==> src/rtl/ovo_vote_scheduler_pkg.sv <==
// svm_sched_pkg: shared types and sizing helpers for the one-vs-one vote scheduler
package svm_sched_pkg;
    typedef enum logic [2:0] {IDLE, ISSUE, WAIT, TALLY, ARGMAX, DONE} sched_state_t;
    function automatic int n_pairs(input int n);
        return n * (n - 1) / 2;
    endfunction
    function automatic int vote_w(input int n);
        return (n < 3) ? 1 : $clog2(n);
    endfunction
endpackage

==> src/rtl/ovo_vote_scheduler_if.sv <==
// ovo_vote_scheduler_if: inference handshake plus binary-SVM launch/result signals
interface ovo_vote_scheduler_if #(parameter int IDX_W = 6, parameter int CLS_W = 4);
    logic             start;
    logic             busy;
    logic [IDX_W-1:0] svm_idx;
    logic             svm_start;
    logic             svm_ready;
    logic             svm_class;
    logic             done;
    logic [CLS_W-1:0] winner;
    modport master (output start, svm_ready, svm_class, input busy, svm_idx, svm_start, done, winner);
    modport slave (input start, svm_ready, svm_class, output busy, svm_idx, svm_start, done, winner);
endinterface

==> src/rtl/ovo_vote_scheduler_pair_counter.sv <==
// ovo_pair_counter: walks class pairs (i, j) with i outer, j inner, and their linear index
module ovo_pair_counter
    import svm_sched_pkg::*;
#(
    parameter int N_CLASSES = 10,
    parameter int IDX_W = 6,
    parameter int CLS_W = 4
) (
    input  logic             clk,
    input  logic             rst,
    input  logic             i_clear,
    input  logic             i_advance,
    output logic [CLS_W-1:0] o_i,
    output logic [CLS_W-1:0] o_j,
    output logic [IDX_W-1:0] o_idx,
    output logic             o_last
);
    logic [CLS_W-1:0] r_i, r_j;
    logic [IDX_W-1:0] r_idx;

    // restart at pair (0,1) on clear, otherwise step j and wrap into the next row
    always_ff @(posedge clk) begin
        if (rst || i_clear) begin
            r_i <= '0;
            r_j <= CLS_W'(1);
            r_idx <= '0;
        end else if (i_advance) begin
            r_i <= (r_j == CLS_W'(N_CLASSES - 1)) ? r_i + CLS_W'(1) : r_i;
            r_j <= (r_j == CLS_W'(N_CLASSES - 1)) ? r_i + CLS_W'(2) : r_j + CLS_W'(1);
            r_idx <= r_idx + IDX_W'(1);
        end
    end

    assign o_i = r_i;
    assign o_j = r_j;
    assign o_idx = r_idx;
    assign o_last = r_idx == IDX_W'(n_pairs(N_CLASSES) - 1);
endmodule

==> src/rtl/ovo_vote_scheduler.sv <==
// ovo_vote_scheduler: one-vs-one SVM vote sequencer over a shared binary SVM; OVO_EARLY_EXIT_EN ends early on an unbeatable class
module ovo_vote_scheduler
    import svm_sched_pkg::*;
#(
    parameter int N_CLASSES = 10,
    parameter int IDX_W = 6,
    parameter int CLS_W = 4
) (
    input logic clk,
    input logic rst,
    ovo_vote_scheduler_if.slave bus
);
    localparam int VW = vote_w(N_CLASSES);

    sched_state_t     r_state;
    logic [VW-1:0]    r_votes [N_CLASSES];
    logic [VW-1:0]    r_best_cnt;
    logic [CLS_W-1:0] r_scan, r_best, r_winner;
    logic             r_cls, r_busy, r_svm_start, r_done;
    logic [CLS_W-1:0] w_i, w_j, w_inc, w_next_best;
    logic [VW-1:0]    w_inc_cnt;
    logic [IDX_W-1:0] w_idx;
    logic             w_clear, w_adv, w_last, w_take, w_early;

    ovo_pair_counter #(.N_CLASSES(N_CLASSES), .IDX_W(IDX_W), .CLS_W(CLS_W)) u_pairs (
        .clk(clk),
        .rst(rst),
        .i_clear(w_clear),
        .i_advance(w_adv),
        .o_i(w_i),
        .o_j(w_j),
        .o_idx(w_idx),
        .o_last(w_last)
    );

    assign w_clear = r_state == IDLE && bus.start;
    assign w_inc = r_cls ? w_i : w_j;
    assign w_inc_cnt = r_votes[w_inc] + VW'(1);
    assign w_take = r_votes[r_scan] > r_best_cnt;
    assign w_next_best = w_take ? r_scan : r_best;
`ifdef OVO_EARLY_EXIT_EN
    assign w_early = w_inc_cnt == VW'(N_CLASSES - 1);
`else
    assign w_early = 1'b0;
`endif
    assign w_adv = r_state == TALLY && !w_last && !w_early;

    // scheduler FSM: issue each pair, wait for the decision, tally it, then scan for the arg-max
    always_ff @(posedge clk) begin
        if (rst) begin
            r_state <= IDLE;
            r_busy <= 1'b0;
            r_svm_start <= 1'b0;
            r_done <= 1'b0;
            r_winner <= '0;
            r_cls <= 1'b0;
            r_scan <= '0;
            r_best <= '0;
            r_best_cnt <= '0;
            for (int k = 0; k < N_CLASSES; k++) r_votes[k] <= '0;
        end else begin
            r_svm_start <= 1'b0;
            r_done <= 1'b0;
            case (r_state)
                IDLE: if (bus.start) begin
                    for (int k = 0; k < N_CLASSES; k++) r_votes[k] <= '0;
                    r_busy <= 1'b1;
                    r_svm_start <= 1'b1;
                    r_state <= ISSUE;
                end
                ISSUE: r_state <= WAIT;
                WAIT: if (bus.svm_ready) begin
                    r_cls <= bus.svm_class;
                    r_state <= TALLY;
                end
                TALLY: begin
                    r_votes[w_inc] <= w_inc_cnt;
                    if (w_early) begin
                        r_winner <= w_inc;
                        r_done <= 1'b1;
                        r_state <= DONE;
                    end else if (w_last) begin
                        r_scan <= '0;
                        r_best <= '0;
                        r_best_cnt <= '0;
                        r_state <= ARGMAX;
                    end else begin
                        r_svm_start <= 1'b1;
                        r_state <= ISSUE;
                    end
                end
                ARGMAX: begin
                    r_best <= w_next_best;
                    r_best_cnt <= w_take ? r_votes[r_scan] : r_best_cnt;
                    r_scan <= r_scan + CLS_W'(1);
                    if (r_scan == CLS_W'(N_CLASSES - 1)) begin
                        r_winner <= w_next_best;
                        r_done <= 1'b1;
                        r_state <= DONE;
                    end
                end
                DONE: begin
                    r_busy <= 1'b0;
                    r_state <= IDLE;
                end
                default: r_state <= IDLE;
            endcase
        end
    end

    assign bus.busy = r_busy;
    assign bus.svm_idx = w_idx;
    assign bus.svm_start = r_svm_start;
    assign bus.done = r_done;
    assign bus.winner = r_winner;
endmodule

==> src/flat_wrapper.sv <==
// flat-port wrapper written by rule: the top's interface ports become plain ports
module ovo_vote_scheduler_flat import svm_sched_pkg::*;
#(
    parameter int N_CLASSES = 10,
    parameter int IDX_W = 6,
    parameter int CLS_W = 4
)
  (clk, rst, bus_start, bus_svm_ready, bus_svm_class, bus_busy, bus_svm_idx, bus_svm_start, bus_done, bus_winner);
  ovo_vote_scheduler_if #(.IDX_W(IDX_W), .CLS_W(CLS_W)) bus_i ();
  input logic clk;
  input logic rst;
  input wire logic [$bits(bus_i.start)-1:0] bus_start;
  input wire logic [$bits(bus_i.svm_ready)-1:0] bus_svm_ready;
  input wire logic [$bits(bus_i.svm_class)-1:0] bus_svm_class;
  output wire logic [$bits(bus_i.busy)-1:0] bus_busy;
  output wire logic [$bits(bus_i.svm_idx)-1:0] bus_svm_idx;
  output wire logic [$bits(bus_i.svm_start)-1:0] bus_svm_start;
  output wire logic [$bits(bus_i.done)-1:0] bus_done;
  output wire logic [$bits(bus_i.winner)-1:0] bus_winner;
  assign bus_i.start = bus_start;
  assign bus_i.svm_ready = bus_svm_ready;
  assign bus_i.svm_class = bus_svm_class;
  assign bus_busy = bus_i.busy;
  assign bus_svm_idx = bus_i.svm_idx;
  assign bus_svm_start = bus_i.svm_start;
  assign bus_done = bus_i.done;
  assign bus_winner = bus_i.winner;
  ovo_vote_scheduler #(.N_CLASSES(N_CLASSES), .IDX_W(IDX_W), .CLS_W(CLS_W)) u_core (.clk(clk), .rst(rst), .bus(bus_i));
endmodule
==> config.mk <==
export PLATFORM = sky130hd
export DESIGN_NAME = ovo_vote_scheduler_flat
export DESIGN_NICKNAME = d
export VERILOG_FILES = /design/src/rtl/ovo_vote_scheduler_pkg.sv /design/src/rtl/ovo_vote_scheduler_if.sv /design/src/rtl/ovo_vote_scheduler_pair_counter.sv /design/src/rtl/ovo_vote_scheduler.sv /design/src/flat_wrapper.sv
export SDC_FILE = /design/constraint.sdc
export NUM_CORES = 1
export LEC_CHECK = 0
export BUFFER_PORTS_ARGS = -buffer_cell sky130_fd_sc_hd__buf_2
export CAP_MARGIN = 25
export CELL_PAD_IN_SITES_DETAIL_PLACEMENT = 1
export CELL_PAD_IN_SITES_GLOBAL_PLACEMENT = 1
export CORE_MARGIN = 4
export CORE_UTILIZATION = 50
export DETAILED_ROUTE_END_ITERATION = 8
export HOLD_SLACK_MARGIN = 0.08
export PLACE_DENSITY = 0.88
export SYNTH_ARGS = -nofsm -noshare
export SYNTH_HDL_FRONTEND = slang
export SYNTH_SLANG_ARGS = --single-unit
==> constraint.sdc <==
create_clock -name clk -period 4.6 [get_ports clk]
set_input_delay 0.92 -clock clk [delete_from_list [all_inputs] [get_ports clk]]
set_output_delay 0.92 -clock clk [all_outputs]
set_load 0.02 [all_outputs]
# Yosys cells after proc, flatten, opt, wreduce, memory -nomap -nowiden

Memory sizes are Yosys's and may differ from the RTL's. A register that Yosys moved wholly into a read port is not among the register bits.
Cells that the tools add are included.

$add $sub $neg: 6
Magnitude comparators: 1
Equal/unequal tests: 13
Mux-type cells: 42
Bitwise gates (word level): 11
Reduce and logical (&&, ||, !) cells: 16

Operators with widths:

| operator                                                                | number |
|---|---|
| 4-bit two-way mux                                                       | 19 |
| 4-bit case mux with 2 select lines                                      | 3 |
| 4-bit by 1-bit adder with 4-bit output, second input constant           | 4 |
| 3-bit case mux with 5 select lines                                      | 1 |
| 1-bit two-way mux                                                       | 13 |
| 3-bit two-way mux                                                       | 4 |
| 1-bit OR                                                                | 10 |
| 2-bit AND reduction                                                     | 5 |
| 4-bit == test, second input constant                                    | 2 |
| 6-bit by 1-bit adder with 6-bit output, second input constant           | 1 |
| 3-bit by 2-bit == test with 1-bit output, second input constant         | 2 |
| 3-bit == test, second input constant                                    | 2 |
| 6-bit == test, second input constant                                    | 1 |
| 2-bit by 1-bit inequality test with 1-bit output, second input constant | 3 |
| 3-bit AND reduction                                                     | 2 |
| 4-bit by 2-bit adder with 4-bit output, second input constant           | 1 |
| 4-bit > comparator                                                      | 1 |
| 2-bit inequality test, second input constant                            | 2 |
| 1-bit case mux with 2 select lines                                      | 2 |
| 2-bit nonzero test                                                      | 2 |
| 4-bit OR reduction                                                      | 1 |
| 3-bit by 1-bit == test with 1-bit output, second input constant         | 1 |
| 3-bit logical NOT                                                       | 1 |
| 1-bit logical AND                                                       | 2 |
| 4 further kinds                                                         | 4 |

Register bits: 37
Bits in writable memories: 40
Input port bits: 5
Output and inout bits: 13
Word-level logic and storage cells: 102
Memories kept: 1

Memory list:

| name           | words | width | read ports | clocked after Yosys merged registers in | write ports | RTL line                 | RTL |
|---|---|---|---|---|---|---|---|
| u_core.r_votes | 10    | 4     | 2          | 1                                       | 10          | ovo_vote_scheduler.sv:16 | `logic [VW-1:0] r_votes [N_CLASSES];` |

# Logic depth before layout (Yosys ltp)

Depth in word-level cells: 6
Depth in mapped cells: 12
Mapped depth without buffers: 10

# Modules after synthesis

Synthesis repeated with hierarchy kept, for this count alone.

Cells, all modules: 483
Area total of the unflattened synthesis: 5398.9 um2

By module, submodules not included:

| module             | instances | cells an instance | area each (um2) | sequential area each (um2) |
|---|---|---|---|---|
| ovo_vote_scheduler | 1         | 404               | 4679.5          | 2462.4 |
| ovo_pair_counter   | 1         | 79                | 719.4           | 280.3 |

# Worst setup path after synthesis

OpenSTA, ideal clock, no wires.

Path kind: reg2reg
Start: register (tool-made name)
End: register u_core.r_best[3]
Library setup time: 0.071 ns
Arrival: 3.435 ns
Required time: 4.529 ns
Setup slack: 1.095 ns
Cell stages (with the launch flop): 12
Path buffers: 2
Clock period less this slack: 3.505 ns
Cells stage by stage: dfxtp_1 clkbuf_1 buf_2 mux4_2 mux4_2 ha_1 nor2b_1 o21a_1 o21ai_0 a211oi_1 nand2_1 a21oi_1

RTL lines:

| item                 | RTL line                 | RTL |
|---|---|---|
| end signal, assigned | ovo_vote_scheduler.sv:93 | `r_best <= w_next_best;` |
| end, declared        | ovo_vote_scheduler.sv:18 | `logic [CLS_W-1:0] r_scan, r_best, r_winner;` |

==> impl_metrics.env <==
export IMPL_startpoint_type="flop"
export IMPL_design_core_area_mm2=0.0105
export IMPL_cts_htree_levels=3
export IMPL_cp_max_fo=9
export IMPL_ir_drop_v=0.000218
export IMPL_power_density_mw_per_mm2=318
export IMPL_p_comb_share_pct=11.4
export IMPL_place_congestion=0.906
export IMPL_ys_ff_latch=105
export IMPL_grt_pass1_wl_um=22600
export IMPL_synth_edf_count=64
export IMPL_firstDrtPassIters=5
export IMPL_clk_pin_slew_ns=0.10
export IMPL_wire_per_inst_um=22.3
export IMPL_hold_violations=0
export IMPL_insertion_delay_ns=0.39
export IMPL_fin_crit_sh_pct=84.9
export IMPL_syn_avg_cell_area_um2=11.2
export IMPL_placedCellCount=612
export IMPL_whs_ns=0.478
export IMPL_tns_ns=0
export IMPL_rsz0062_at_grt="false"
export IMPL_grt_overflow_total=0
export IMPL_post_drt_via_cell_ratio=6.37
export IMPL_ctsHoldBuffers=0
export IMPL_netlist_instances=486
export IMPL_slew_headroom_pct=27.3
export IMPL_die_w_um=113
export IMPL_cts_repair_resized=0
export IMPL_ctsLongestPathBuffers=2
export IMPL_areaGrowthSynthToFinish_pct=5.86
export IMPL_power_leakage_nw=2.02
export IMPL_synth_ff_type="edfxtp_1"
export IMPL_cp_required_ns=4.91
export IMPL_drc=0
export IMPL_final_cell_mix="66 x nor2_1, 64 x edfxtp_1, 41 x dfxtp_1, 38 x nand2_1, 28 x mux4_2"
export IMPL_num_vias=4003
export IMPL_synthesis_area_mm2=0.00546
export IMPL_finalPower_w=0.00184
export IMPL_synthArstFlopShare_pct=0
export IMPL_drv_cap=0
export IMPL_fin_nets=505
export IMPL_clockPowerShare_pct=30.1
export IMPL_p_sw_share_pct=27.9
export IMPL_dieArea_mm2=0.0127
export IMPL_synth_nets=504
export IMPL_fmax_mhz=256
export IMPL_power_switching_w=0.000513
export IMPL_intPower_w=0.00133
export IMPL_grt_antenna_before_repair=0
export IMPL_drt_iter0_drc=392
export IMPL_start_util_pct=52.2
export IMPL_cts_buffers_inserted=9
export IMPL_p_seq_share_pct=58.4
export IMPL_yosysTopAreaCellShare_pct=35.2
export IMPL_synth_warnings=0
export IMPL_end_kind="flop"
export IMPL_rows=37
export IMPL_setup_viol=0
export IMPL_crit_type="flop to flop"
export IMPL_status="finished clean"
export IMPL_grt_use_total_pct=22.9
export IMPL_synthTopCellsByArea="edfxtp_1 35%, dfxtp_1 15%, mux4_2 12%, nor2_1 4.5%, ha_1 3.0%"
export IMPL_yosysUniqueCellTypes=55
export IMPL_antenna_cells=0
export IMPL_cts_sinks=105
export IMPL_cts_tree="built"
export IMPL_grt_pass1_vias=4184
export IMPL_clock_root_buffer="clkbuf_8"
export IMPL_layoutNonFillerInstCount=628
export IMPL_final_layout_size_suffix_gt1_share_pct=16.5
export IMPL_cts_setup_buffers=0
export IMPL_worst_pin_slew_ns=1.08
export IMPL_final_max_slew_violation_count=0
export IMPL_final_common_cell="nor2_1"
export IMPL_finish_utilization_pct=55.3
export IMPL_port_buffer_count=17
export IMPL_die_h_um=113
export IMPL_drtAntennaViolNets=0
export IMPL_grt_start_max_net_pins=29
export IMPL_io_pins=18
export IMPL_hp_class="flop to flop"
export IMPL_synth_area_leader_cell="edfxtp_1"
export IMPL_arrival_ns=4.22
export IMPL_drt_total_wl_um=14000
export IMPL_dp_hpwl_um=10300
export IMPL_fin_crit_ns=3.90
export IMPL_fin_skew_ns=0.0175
export IMPL_ys_seq_area_share_pct=50.2
area by class of cell:
cell class	instances	area (um^2)
Fill cell	1118	4680
Inverter	14	52.6
Multi-Input combinational cell	334	2500
Tap cell	136	170
Timing Repair Buffer	23	130
Clock buffer	9	124
Clock inverter	7	60.1
Sequential cell	105	2740
per-layer routing:
metal | GRT usage [%] | vias up | wire length (um)
met1 | 29.3 | 1986 | 5750
met3 | 4.53 | 40 | 879
met4 | 9.54 | 0 | 507
met5 | 0 | - | 0
li1 | - | 1802 | -
met2 | 38.2 | 175 | 6850
synth_stat cells (7+ instances only):
cell type and number:
edfxtp_1 64, xnor2_1 7, nand2_1 38, nor3_2 9, dfxtp_1 41, nor3_1 10, a21oi_1 16, nand3_1 16
nand4_1 9, o21ai_0 25, inv_1 12, ha_1 13, mux2i_1 8, mux4_2 28, clkbuf_1 22, o21bai_1 17
nor2_1 66
cells by family after synthesis:
family,count (synthesis),synth area share (%)
AOI/OAI and AO/OA,88,10.6
xor gates and xnor gates,12,1.92
adders and majority gates,13,2.98
buffers and inverters,47,3.96
DFF,105,50.2
muxes,38,13.5
and+or+nand+nor,183,16.8
worst max-delay path, cell delays in order (launching register included):
cell	delay, ns
dfxtp_1	0.76
buf_4	0.33
mux4_2	0.54
mux4_2	0.51
ha_1	0.32
o21a_1	0.11
o21ai_0	0.12
a211oi_1	0.85
nand2_1	0.14
a21oi_1	0.15
final timing paths:
check,from,endpoint,slack (ns),cells after the start
max reg2reg,flop,u_core.r_best[1],0.70,9
min,u_core.r_best[1],u_core.r_best[1],0.48,2
min reg2reg,u_core.r_best[1],u_core.r_best[1],0.48,2
max,flop,u_core.r_best[1],0.70,9
power groups by stage:
| stage | logic [W] | registers [W] | clock network, W |
|---|---|---|---|
| global placement | 0.000195 | 0.00109 | 0 |
| floorplan | 0.000154 | 0.00108 | 0 |
| detailed placement | 0.000209 | 0.00110 | 0 |
| global route | 0.000231 | 0.00108 | 0.000600 |
| finish | 0.000211 | 0.00108 | 0.000554 |
| CTS | 0.000211 | 0.00107 | 0.000561 |
flip-flops by register name, summed over array words and instances, names as in the netlist, named ones only:
name                  cells
u_core.u_pairs.o_idx      6
u_core.bus.winner         4
u_core.bus.busy           1
u_core.r_best             4
u_core.r_votes           64
u_core.r_best_cnt         4
u_core.u_pairs.o_i        4
u_core.r_cls              1
u_core.u_pairs.o_j        4
u_core.r_scan             4
u_core.bus.svm_start      1
u_core.r_state            3
u_core.bus.done           1
stage by stage:
step / worst slack, ns / instance area, um^2
global placement: 0.818 / 5590
global route: 0.295 / 5780
finish: 0.696 / 5780
CTS: 0.637 / 5780
detailed placement: 0.667 / 5600
floorplan: 1.09 / 5460
Power figures use the tool's default switching activity.
